===== config.mk =====
export PLATFORM = sky130hd
export DESIGN_NAME = fetch_prefetch_unit
export DESIGN_NICKNAME = d
export VERILOG_FILES = /design/src/rtl/fetch_pkg.sv /design/src/rtl/adder_rv.sv /design/src/rtl/en_ff.sv /design/src/rtl/fetch_buffer.sv /design/src/rtl/fetch_prefetch_unit.sv
export SDC_FILE = /design/constraint.sdc
export NUM_CORES = 1
export LEC_CHECK = 0
export BUFFER_PORTS_ARGS = -buffer_cell sky130_fd_sc_hd__buf_4
export CAP_MARGIN = 0
export CELL_PAD_IN_SITES_DETAIL_PLACEMENT = 1
export CELL_PAD_IN_SITES_GLOBAL_PLACEMENT = 2
export CORE_MARGIN = 3
export CORE_UTILIZATION = 44
export DETAILED_ROUTE_END_ITERATION = 8
export HOLD_SLACK_MARGIN = 0.03
export MAX_ROUTING_LAYER = met4
export PLACE_DENSITY_LB_ADDON = 0.1
export SLEW_MARGIN = 20
export SYNTH_ARGS = -nofsm -noshare
export SYNTH_HDL_FRONTEND = slang
export SYNTH_SLANG_ARGS = --single-unit

===== constraint.sdc =====
create_clock -name fetch_clk -period 23.2 [get_ports fetch_clk]
set_clock_uncertainty 0.05 [all_clocks]
set_input_delay 4.64 -clock fetch_clk [delete_from_list [all_inputs] [get_ports fetch_clk]]
set_output_delay 4.64 -clock fetch_clk [all_outputs]
set_load 0.05 [all_outputs]

===== src/rtl/fetch_pkg.sv =====
// fetch_pkg: shared types, widths and helpers for the fetch stage
package fetch_pkg;
  localparam int ILEN = 32;
  localparam int XLEN_DEF = 32;
  // Widest PC a buffer entry can hold; narrower PCs are zero-extended.
  localparam int PC_MAX = 64;
  typedef struct packed {
    logic [PC_MAX-1:0] pc;
    logic [ILEN-1:0]   instr;
    logic              filled;
  } fetch_entry_t;
  function automatic int ptr_w(input int depth);
    return depth > 1 ? $clog2(depth) : 1;
  endfunction
endpackage


===== src/rtl/adder_rv.sv =====
// adder_rv: W-bit adder with carry out
//   a, b : operands
//   sum  : a + b modulo 2^W
//   cout : carry out of bit W-1
module adder_rv #(
  parameter int W = 32
) (
  input  logic [W-1:0] a,
  input  logic [W-1:0] b,
  output logic [W-1:0] sum,
  output logic         cout
);
  assign {cout, sum} = {1'b0, a} + {1'b0, b};
endmodule


===== src/rtl/en_ff.sv =====
// en_ff: enabled register with asynchronous active-high reset to RST_VAL
//   clk, rst : clock and reset
//   en, d    : load enable and data
//   q        : registered value
module en_ff #(
  parameter int W = 32,
  parameter logic [W-1:0] RST_VAL = '0
) (
  input  logic         clk,
  input  logic         rst,
  input  logic         en,
  input  logic [W-1:0] d,
  output logic [W-1:0] q
);
  always_ff @(posedge clk or posedge rst)
    if (rst) q <= RST_VAL;
    else if (en) q <= d;
endmodule


===== src/rtl/fetch_buffer.sv =====
// fetch_buffer: circular in-order prefetch store of {pc, instr, filled} entries
//   alloc/alloc_pc : reserve the next entry for an issued request
//   fill/fill_data : complete the oldest unfilled entry with its instruction
//   pop            : free the head entry
//   flush          : drop all entries and reset pointers
//   head_*         : head entry, valid only once allocated and filled
//   occ, unfilled  : allocated entries and allocated-but-unfilled entries
module fetch_buffer import fetch_pkg::*; #(
  parameter int DEPTH = 4,
  parameter int XLEN = 32,
  localparam int PW = ptr_w(DEPTH)
) (
  input  logic            clk,
  input  logic            rst,
  input  logic            flush,
  input  logic            alloc,
  input  logic [XLEN-1:0] alloc_pc,
  input  logic            fill,
  input  logic [ILEN-1:0] fill_data,
  input  logic            pop,
  output logic            head_valid,
  output logic [XLEN-1:0] head_pc,
  output logic [ILEN-1:0] head_instr,
  output logic [PW:0]     occ,
  output logic [PW:0]     unfilled
);
  localparam int OW = PW + 1;
  fetch_entry_t mem [DEPTH];
  fetch_entry_t head;
  logic [PW-1:0] alloc_ptr, fill_ptr, head_ptr;
  logic unused_pc_hi;
  assign head = mem[head_ptr];
  assign head_valid = occ != '0 && head.filled;
  // Empty outputs read as zero so decode never sees stale contents.
  assign head_pc = head_valid ? head.pc[XLEN-1:0] : '0;
  assign head_instr = head_valid ? head.instr : '0;
  assign unused_pc_hi = ^head.pc;
  always_ff @(posedge clk or posedge rst)
    if (rst) begin
      for (int i = 0; i < DEPTH; i++) mem[i] <= '0;
      alloc_ptr <= '0;
      fill_ptr <= '0;
      head_ptr <= '0;
      occ <= '0;
      unfilled <= '0;
    end else if (flush) begin
      for (int i = 0; i < DEPTH; i++) mem[i].filled <= 1'b0;
      alloc_ptr <= '0;
      fill_ptr <= '0;
      head_ptr <= '0;
      occ <= '0;
      unfilled <= '0;
    end else begin
      if (alloc) begin
        mem[alloc_ptr] <= '{pc: PC_MAX'(alloc_pc), instr: '0, filled: 1'b0};
        alloc_ptr <= alloc_ptr + 1'b1;
      end
      if (fill) begin
        mem[fill_ptr].instr <= fill_data;
        mem[fill_ptr].filled <= 1'b1;
        fill_ptr <= fill_ptr + 1'b1;
      end
      if (pop) head_ptr <= head_ptr + 1'b1;
      occ <= occ + OW'(alloc) - OW'(pop);
      unfilled <= unfilled + OW'(alloc) - OW'(fill);
    end
endmodule


===== src/rtl/fetch_prefetch_unit.sv =====
// fetch_prefetch_unit: instruction fetch stage with prefetch buffer and redirect flush
//   fetch_clk, fetch_rst        : clock, asynchronous active-high reset
//   imem_req_* / imem_rsp_*     : in-order memory request/response channel
//   redirect_valid, redirect_pc : flush and restart fetch at redirect_pc
//   out_valid/ready, out_pc/instr : (pc, instr) stream to decode
//   pc_error                    : sticky PC overflow / misaligned redirect flag
module fetch_prefetch_unit import fetch_pkg::*; #(
  parameter int XLEN = XLEN_DEF,
  parameter int DEPTH = 4,
  parameter logic [XLEN-1:0] RESET_VEC = '0
) (
  input  logic            fetch_clk,
  input  logic            fetch_rst,
  output logic            imem_req_valid,
  input  logic            imem_req_ready,
  output logic [XLEN-1:0] imem_req_addr,
  input  logic            imem_rsp_valid,
  input  logic [ILEN-1:0] imem_rsp_data,
  input  logic            redirect_valid,
  input  logic [XLEN-1:0] redirect_pc,
  output logic            out_valid,
  input  logic            out_ready,
  output logic [XLEN-1:0] out_pc,
  output logic [ILEN-1:0] out_instr,
  output logic            pc_error
);
  localparam int PW = ptr_w(DEPTH);
  localparam int OW = PW + 1;
  localparam int CW = PW + 2;
  logic [XLEN-1:0] fpc, fpc_inc;
  logic carry, err, req_fire, fill, pop;
  logic [PW:0] occ, unfilled, drop_cnt;
  adder_rv #(.W(XLEN)) u_inc (
    .a(fpc), .b(XLEN'(4)), .sum(fpc_inc), .cout(carry)
  );
  en_ff #(.W(XLEN), .RST_VAL(RESET_VEC)) u_fpc (
    .clk(fetch_clk), .rst(fetch_rst), .en(req_fire || redirect_valid),
    .d(redirect_valid ? redirect_pc : fpc_inc), .q(fpc)
  );
  // Responses still owed for flushed requests hold slots until they return.
  assign imem_req_valid = !fetch_rst && !err && !redirect_valid &&
                          (CW'(occ) + CW'(drop_cnt) < CW'(DEPTH));
  assign imem_req_addr = fpc;
  assign req_fire = imem_req_valid && imem_req_ready;
  assign fill = imem_rsp_valid && drop_cnt == '0 && !redirect_valid;
  assign pop = out_valid && out_ready;
  assign pc_error = err;
  always_ff @(posedge fetch_clk or posedge fetch_rst)
    if (fetch_rst) begin
      drop_cnt <= '0;
      err <= 1'b0;
    end else if (redirect_valid) begin
      // A response arriving now is either already owed to drop_cnt or
      // belongs to one of the entries being flushed; either way it is consumed.
      drop_cnt <= drop_cnt + unfilled - OW'(imem_rsp_valid);
      err <= redirect_pc[1:0] != 2'b00;
    end else begin
      drop_cnt <= drop_cnt - OW'(imem_rsp_valid && drop_cnt != '0);
      if (req_fire && carry) err <= 1'b1;
    end
  fetch_buffer #(.DEPTH(DEPTH), .XLEN(XLEN)) u_buf (
    .clk(fetch_clk), .rst(fetch_rst), .flush(redirect_valid),
    .alloc(req_fire), .alloc_pc(fpc),
    .fill(fill), .fill_data(imem_rsp_data), .pop(pop),
    .head_valid(out_valid), .head_pc(out_pc), .head_instr(out_instr),
    .occ(occ), .unfilled(unfilled)
  );
endmodule


==> run summary, run 1 <==
Final period util = 0.4506
Root buf cell = clkbuf_16
Final setup fails = 0
Met3 Routed Length = 1590 um
Worst skew pair latency = 0.52 ns
Standard-cell rows = 65
Crit. End Element = output pin
DR vias/cell = 5.918
Routed WL = 37940 um
CTS buffer count = 36
Grt ovf = 0
Worst VDD drop = 0.05559 mV
Min Hold Slack = 0.4258 ns
CTS tree = done
Wl on met1 = 16900 um
Max Freq = 0.09567 GHz
Worst Path Buf+Inv = 2
Die Span X = 185.5 um
Worst path cell trace = buf_4, nor4_2, and3_1, buf_4
Final hold vios = 0
CTS H-Tree Depth = 2
Pins Over Slew Limit = 0
Fraction of registers with async set/reset = 1.000
First-pass iteration count of the detailed router = 4
Period minus WS final = 10.45 ns
Max incr delay on CP = 0.40 ns
Fillers = 3168
CP Launch Type = primary input
Total power = 1.424 mW
Most common cell after layout, fill and taps aside = dfrtp_1
Dpl ws = 12.74 ns
Lkg Pwr = 8.011 nW
Num ports = 169
Total track usage = 0.2305
Largest net degree at the start of global routing = 178
Number of global-route vias before repair = 10432
Synth area leaders = dfrtp_1, mux4_2, mux2_2
Clock-pin transition on the worst setup and hold timing paths = 0.06 ns
Worst-margin pin slew = 1.102 ns
GPL Wtd Cong = 0.7201
Worst min path class = register to register
Routed vias = 9480
# clock sinks = 308
DR top layer = met4
Layout cell share with drive strength beyond 1 = 0.3592
Crit Path Max Fanout = 59
Initial antenna violation count = 0
Core area = 31640 um^2
Initial DRC Count = 478
Die area = 34430 um^2
Total Neg Setup Slack = 0 ns
Register bit total from synthesis = 308
DIE HEIGHT = 185.5 um
Power Density = 84.61 nW/um^2
Mapped cell area = 14180 um^2
Cell taking the most area after synthesis = dfrtp_1
Ant diodes = 0
DR WL met2 = 18720 um
Avg Synthesized Cell Area = 13.56 um^2
Syn_nets = 1139
Most used cell, CP = buf_4
Worst rel slew slack = 0.2625
Status = complete, no violations
IO buf count = 168
Warnings from Yosys = 0
Worst Setup Slack, final = 12.75 ns
Most frequent cells in the layout = dfrtp_1, buf_4, a22o_1
EDFF count, synth = 0
Post-CTS sizing = 0
Post-synth top area share = 0.5434
CP Data Required Time = 18.51 ns
DP HPWL = 21920 um
Top_reg_cell synth = dfrtp_1
Hold_buf cts = 0
Post-synthesis sequential area ratio = 0.5434
Cells after synthesis = 1046
Clk buf depth = 3
Initial Utilization = 0.4483
Nets = 1271
Setup repair bufs after CTS = 0
Yosys cell types = 49
Final core utilization = 0.5319
Residual DRC = 0
Crit path DAT = 5.76 ns
Syn-to-layout area delta = 18.64%
Post-DRT Antenna Nets = 0
Critical path's slowest cell = nor4_2
Global-route wire length before repair = 60350 um
Unrepaired setup endpoints after global routing = no
Max-cap viol count = 0
Wire length per cell = 23.68 um
Delay-heaviest family, CP = simple AND/OR/NAND/NOR gates
WS Path Type = primary input to output pin
[synth_stat cells, types with 2 or more instances]
library cell	count
buf_1	13
o211ai_1	6
nor2b_1	2
nand2_2	4
nor3_2	2
o31a_1	3
mux4_2	65
or4_1	3
o21ai_0	32
xor2_1	8
nor3_1	5
a221o_1	3
mux2i_1	3
dfrtp_1	308
fa_1	3
or3_1	2
nor2_1	16
a22o_1	128
o311ai_0	6
mux2_2	117
clkbuf_1	28
nand2_1	55
nand3_1	19
and2_1	70
and4_1	5
and3_1	7
ha_1	20
a21oi_2	4
a21o_1	2
xnor2_1	12
inv_1	20
a31o_2	4
nand4_1	11
o311ai_1	3
buf_2	39
a21oi_1	5
[report_power, final]
part / switching, mW / internal [mW] / total (mW)
sequential: 0.0550 / 0.614 / 0.669
clock: 0.216 / 0.309 / 0.525
combinational: 0.0980 / 0.132 / 0.230
total: 0.369 / 1.05 / 1.42
[kinds of logic (layout without fill, tap and decap cells)]
logic type	Yosys count	after routing	share of synthesized area
XOR/XNOR	20	20	0.01235
AO/OA/AOI/OAI	200	200	0.1129
adder cells (fa/ha/maj)	23	23	0.02188
multiplexers	185	185	0.1982
flip-flops	308	308	0.5434
buffers and inverters	104	258	0.03176
AND/OR/NAND/NOR	206	206	0.07948
[stage by stage]
stage / std cells / area [um^2]
floorplan: 1046 / 14180
global placement: 1540 / 15690
detailed placement: 1540 / 15690
CTS: 1600 / 16760
global route: 1602 / 16830
finish: 1602 / 16830
[layer usage]
layer / vias to the layer above / track usage
met5: - / -
met4: 0 / 0.05451
met3: 65 / 0.03400
met2: 214 / 0.3821
met1: 5055 / 0.3038
li1: 4146 / -
[final cells by class]
| type | instances | area [um^2] | area share |
|---|---|---|---|
| Clock inverter | 4 | 23.77 | 0.001413 |
| Sequential cell | 308 | 7715 | 0.4585 |
| Inverter | 22 | 90.09 | 0.005354 |
| Tap cell | 402 | 503.0 | 0.02989 |
| Clock buffer | 56 | 1047 | 0.06223 |
| Timing Repair Buffer | 176 | 1374 | 0.08164 |
| Multi-Input combinational cell | 634 | 6075 | 0.3610 |
[final timing paths]
| path | slack [ns] | end | startpoint | depth (start not counted) |
|---|---|---|---|---|
| max | 12.75 | imem_req_valid | redirect_valid | 4 |
| min in group asynchronous | 4.30 | pc_error | fetch_rst | 2 |
| min reg2reg | 0.43 | register | register | 2 |
| max in group asynchronous | 17.30 | u_buf.mem[20] | fetch_rst | 3 |
| max reg2reg | 19.26 | register | u_buf.occ[2] | 6 |
| min | 0.43 | register | register | 2 |
[worst min-delay path, cell delays in order, from the launching register on]
cell and delay (ns):
dfrtp_1 0.34, nand2_1 0.05, o21ai_0 0.06
Power figures use the tool's default switching activity.
==> inputs of run 2 (changes only) <==
Settings changed: CORE_UTILIZATION 44 to 37.
Clock period 23.2 ns to 8.8 ns, I/O delays scaled along.
==> run 2 against run 1 <==
Compared with the run above: final area is 1.2% higher; cell count increased by 7.7%; combinational power rose to 2.7 times the previous value; sequential share of layout area fell by 0.57 points; critical path type is now register to output pin.
==> run summary, run 2 (synthesis results as in run 1) <==
Global-route wire length before repair = 63540 um (+5.3%)
Delay-heaviest family, CP = flip-flops
Worst Path Buf+Inv = 2 (unchanged)
Residual DRC = 0 (unchanged)
DIE HEIGHT = 201.8 um (+8.8%)
CTS H-Tree Depth = 2 (unchanged)
Power Density = 227.2 nW/um^2 (+170%)
IO buf count = 168 (unchanged)
Period minus WS final = 5.093 ns
WS Path Type = register to output pin
Lkg Pwr = 8.039 nW (+0.35%)
Unrepaired setup endpoints after global routing = no
Routed vias = 9469 (-0.12%)
Worst min path class = register to register
Ant diodes = 0 (unchanged)
Worst Setup Slack, final = 3.707 ns (-9.041 ns)
Largest net degree at the start of global routing = 173 (-2.8%)
Total Neg Setup Slack = 0 ns (unchanged)
Wire length per cell = 23.15 um (-2.3%)
Grt ovf = 0 (unchanged)
Max Freq = 0.1963 GHz
Syn-to-layout area delta = 20.12%
Setup repair bufs after CTS = 0 (unchanged)
Crit Path Max Fanout = 35 (-41%)
Standard-cell rows = 71 (+9.2%)
Post-DP Area = 15860 um^2 (+1.1%)
# clock sinks = 308 (unchanged)
Most common cell after layout, fill and taps aside = dfrtp_1
Dpl ws = 3.701 ns (-9.034 ns)
Max-cap viol count = 0 (unchanged)
Crit path DAT = 3.28 ns (-2.48 ns)
Final setup fails = 0 (unchanged)
Post-CTS sizing = 0 (unchanged)
Max incr delay on CP = 0.79 ns (+0.39 ns)
Most frequent cells in the layout = dfrtp_1, buf_4, a22o_1
GPL Wtd Cong = 0.7331 (+1.8%)
Initial DRC Count = 457 (-4.4%)
Die area = 40720 um^2 (+18%)
Final Cell Area = 17040 um^2 (+1.2%)
Clock-pin transition on the worst setup and hold timing paths = 0.06 ns (about the same)
Most used cell, CP = buf_4
Post-DRT Antenna Nets = 0 (unchanged)
DP HPWL = 23890 um (+9.0%)
Layout cell share with drive strength beyond 1 = 0.3633 (+0.004095)
Final period util = 0.5788
Final hold vios = 0 (unchanged)
Clk buf depth = 3 (unchanged)
CP Launch Type = register
Nets = 1279 (+0.63%)
Pins Over Slew Limit = 0 (unchanged)
Crit. End Element = output pin
First-pass iteration count of the detailed router = 4 (unchanged)
Hold_buf cts = 0 (unchanged)
Initial Utilization = 0.3757 (-0.07265)
Initial antenna violation count = 0 (unchanged)
Worst path cell trace = mux4_2, o31a_2, buf_4, and2_1, buf_4
Number of global-route vias before repair = 10450 (+0.17%)
Root buf cell = clkbuf_16
CP Data Required Time = 6.99 ns (-11.52 ns)
Worst VDD drop = 0.1350 mV (+140%)
DR vias/cell = 5.489 (-7.2%)
Worst rel slew slack = 0.2764 (+0.01391)
Core area = 37760 um^2 (+19%)
Worst skew pair latency = 0.53 ns (about the same)
Routed WL = 39930 um (+5.2%)
Total track usage = 0.2035 (-0.02700)
Die Span X = 201.8 um (+8.8%)
Status = complete, no violations
Worst-margin pin slew = 1.082 ns (-0.02079 ns)
Num ports = 169 (unchanged)
Critical path's slowest cell = dfrtp_4
CTS tree = done
CTS buffer count = 37 (+2.8%)
run 2: per-stage QoR:
stage / std cells / hold slack [ns] / power (mW) / utilization
6_report: 1725 / 0.4302 / 3.871 / 0.4513
5_1_grt: 1725 / 0.4571 / 4.067 / 0.4513
4_1_cts: 1725 / 0.4335 / 3.930 / 0.4513
3_5_place_dp: 1658 / 0.4202 / 2.410 / 0.4200
3_3_place_gp: 1658 / 0.4078 / 2.395 / 0.4200
2_1_floorplan: 1046 / 0.3946 / 2.210 / -
run 2: final timing paths:
check	to	slack (ns)	cells past startpoint	start
worst max-delay path	out_instr[29]	3.71	5	u_buf.head_ptr[0]
worst min-delay path	register	0.43	2	register
worst max register to register	register	5.16	6	u_buf.occ[1]
worst min register to register	register	0.43	2	register
max in group asynchronous	asynchronous set/reset pin	5.49	4	fetch_rst
min in group asynchronous	u_buf.mem[105]	1.36	2	fetch_rst
run 2: per-layer routing:
| metal | global-route usage | part of all wire |
|---|---|---|
| met4 | 0.03987 | 0.015 |
| met3 | 0.02851 | 0.037 |
| met5 | - | 0 |
| met1 | 0.2716 | 0.45 |
| met2 | 0.3371 | 0.49 |
run 2: worst min-delay path, cell delays in order, from the launching register on:
cell and delay [ns]:
dfrtp_1 0.34, nand2_1 0.05, o21ai_0 0.06
run 2: layout make-up:
| cell class | instances | area [um^2] |
|---|---|---|
| Inverter | 22 | 86.33 |
| Clock inverter | 5 | 28.78 |
| Timing Repair Buffer | 183 | 1386 |
| Tap cell | 511 | 639.4 |
| Fill cell | 3893 | 20720 |
| Multi-Input combinational cell | 634 | 6030 |
| Clock buffer | 62 | 1152 |
| Sequential cell | 308 | 7715 |
run 2: power by group:
group,total (mW),leakage (nW),switching [mW],internal (mW)
clock,1.49,0.582,0.602,0.890
sequential,1.77,4.16,0.148,1.62
combinational,0.612,3.29,0.266,0.346
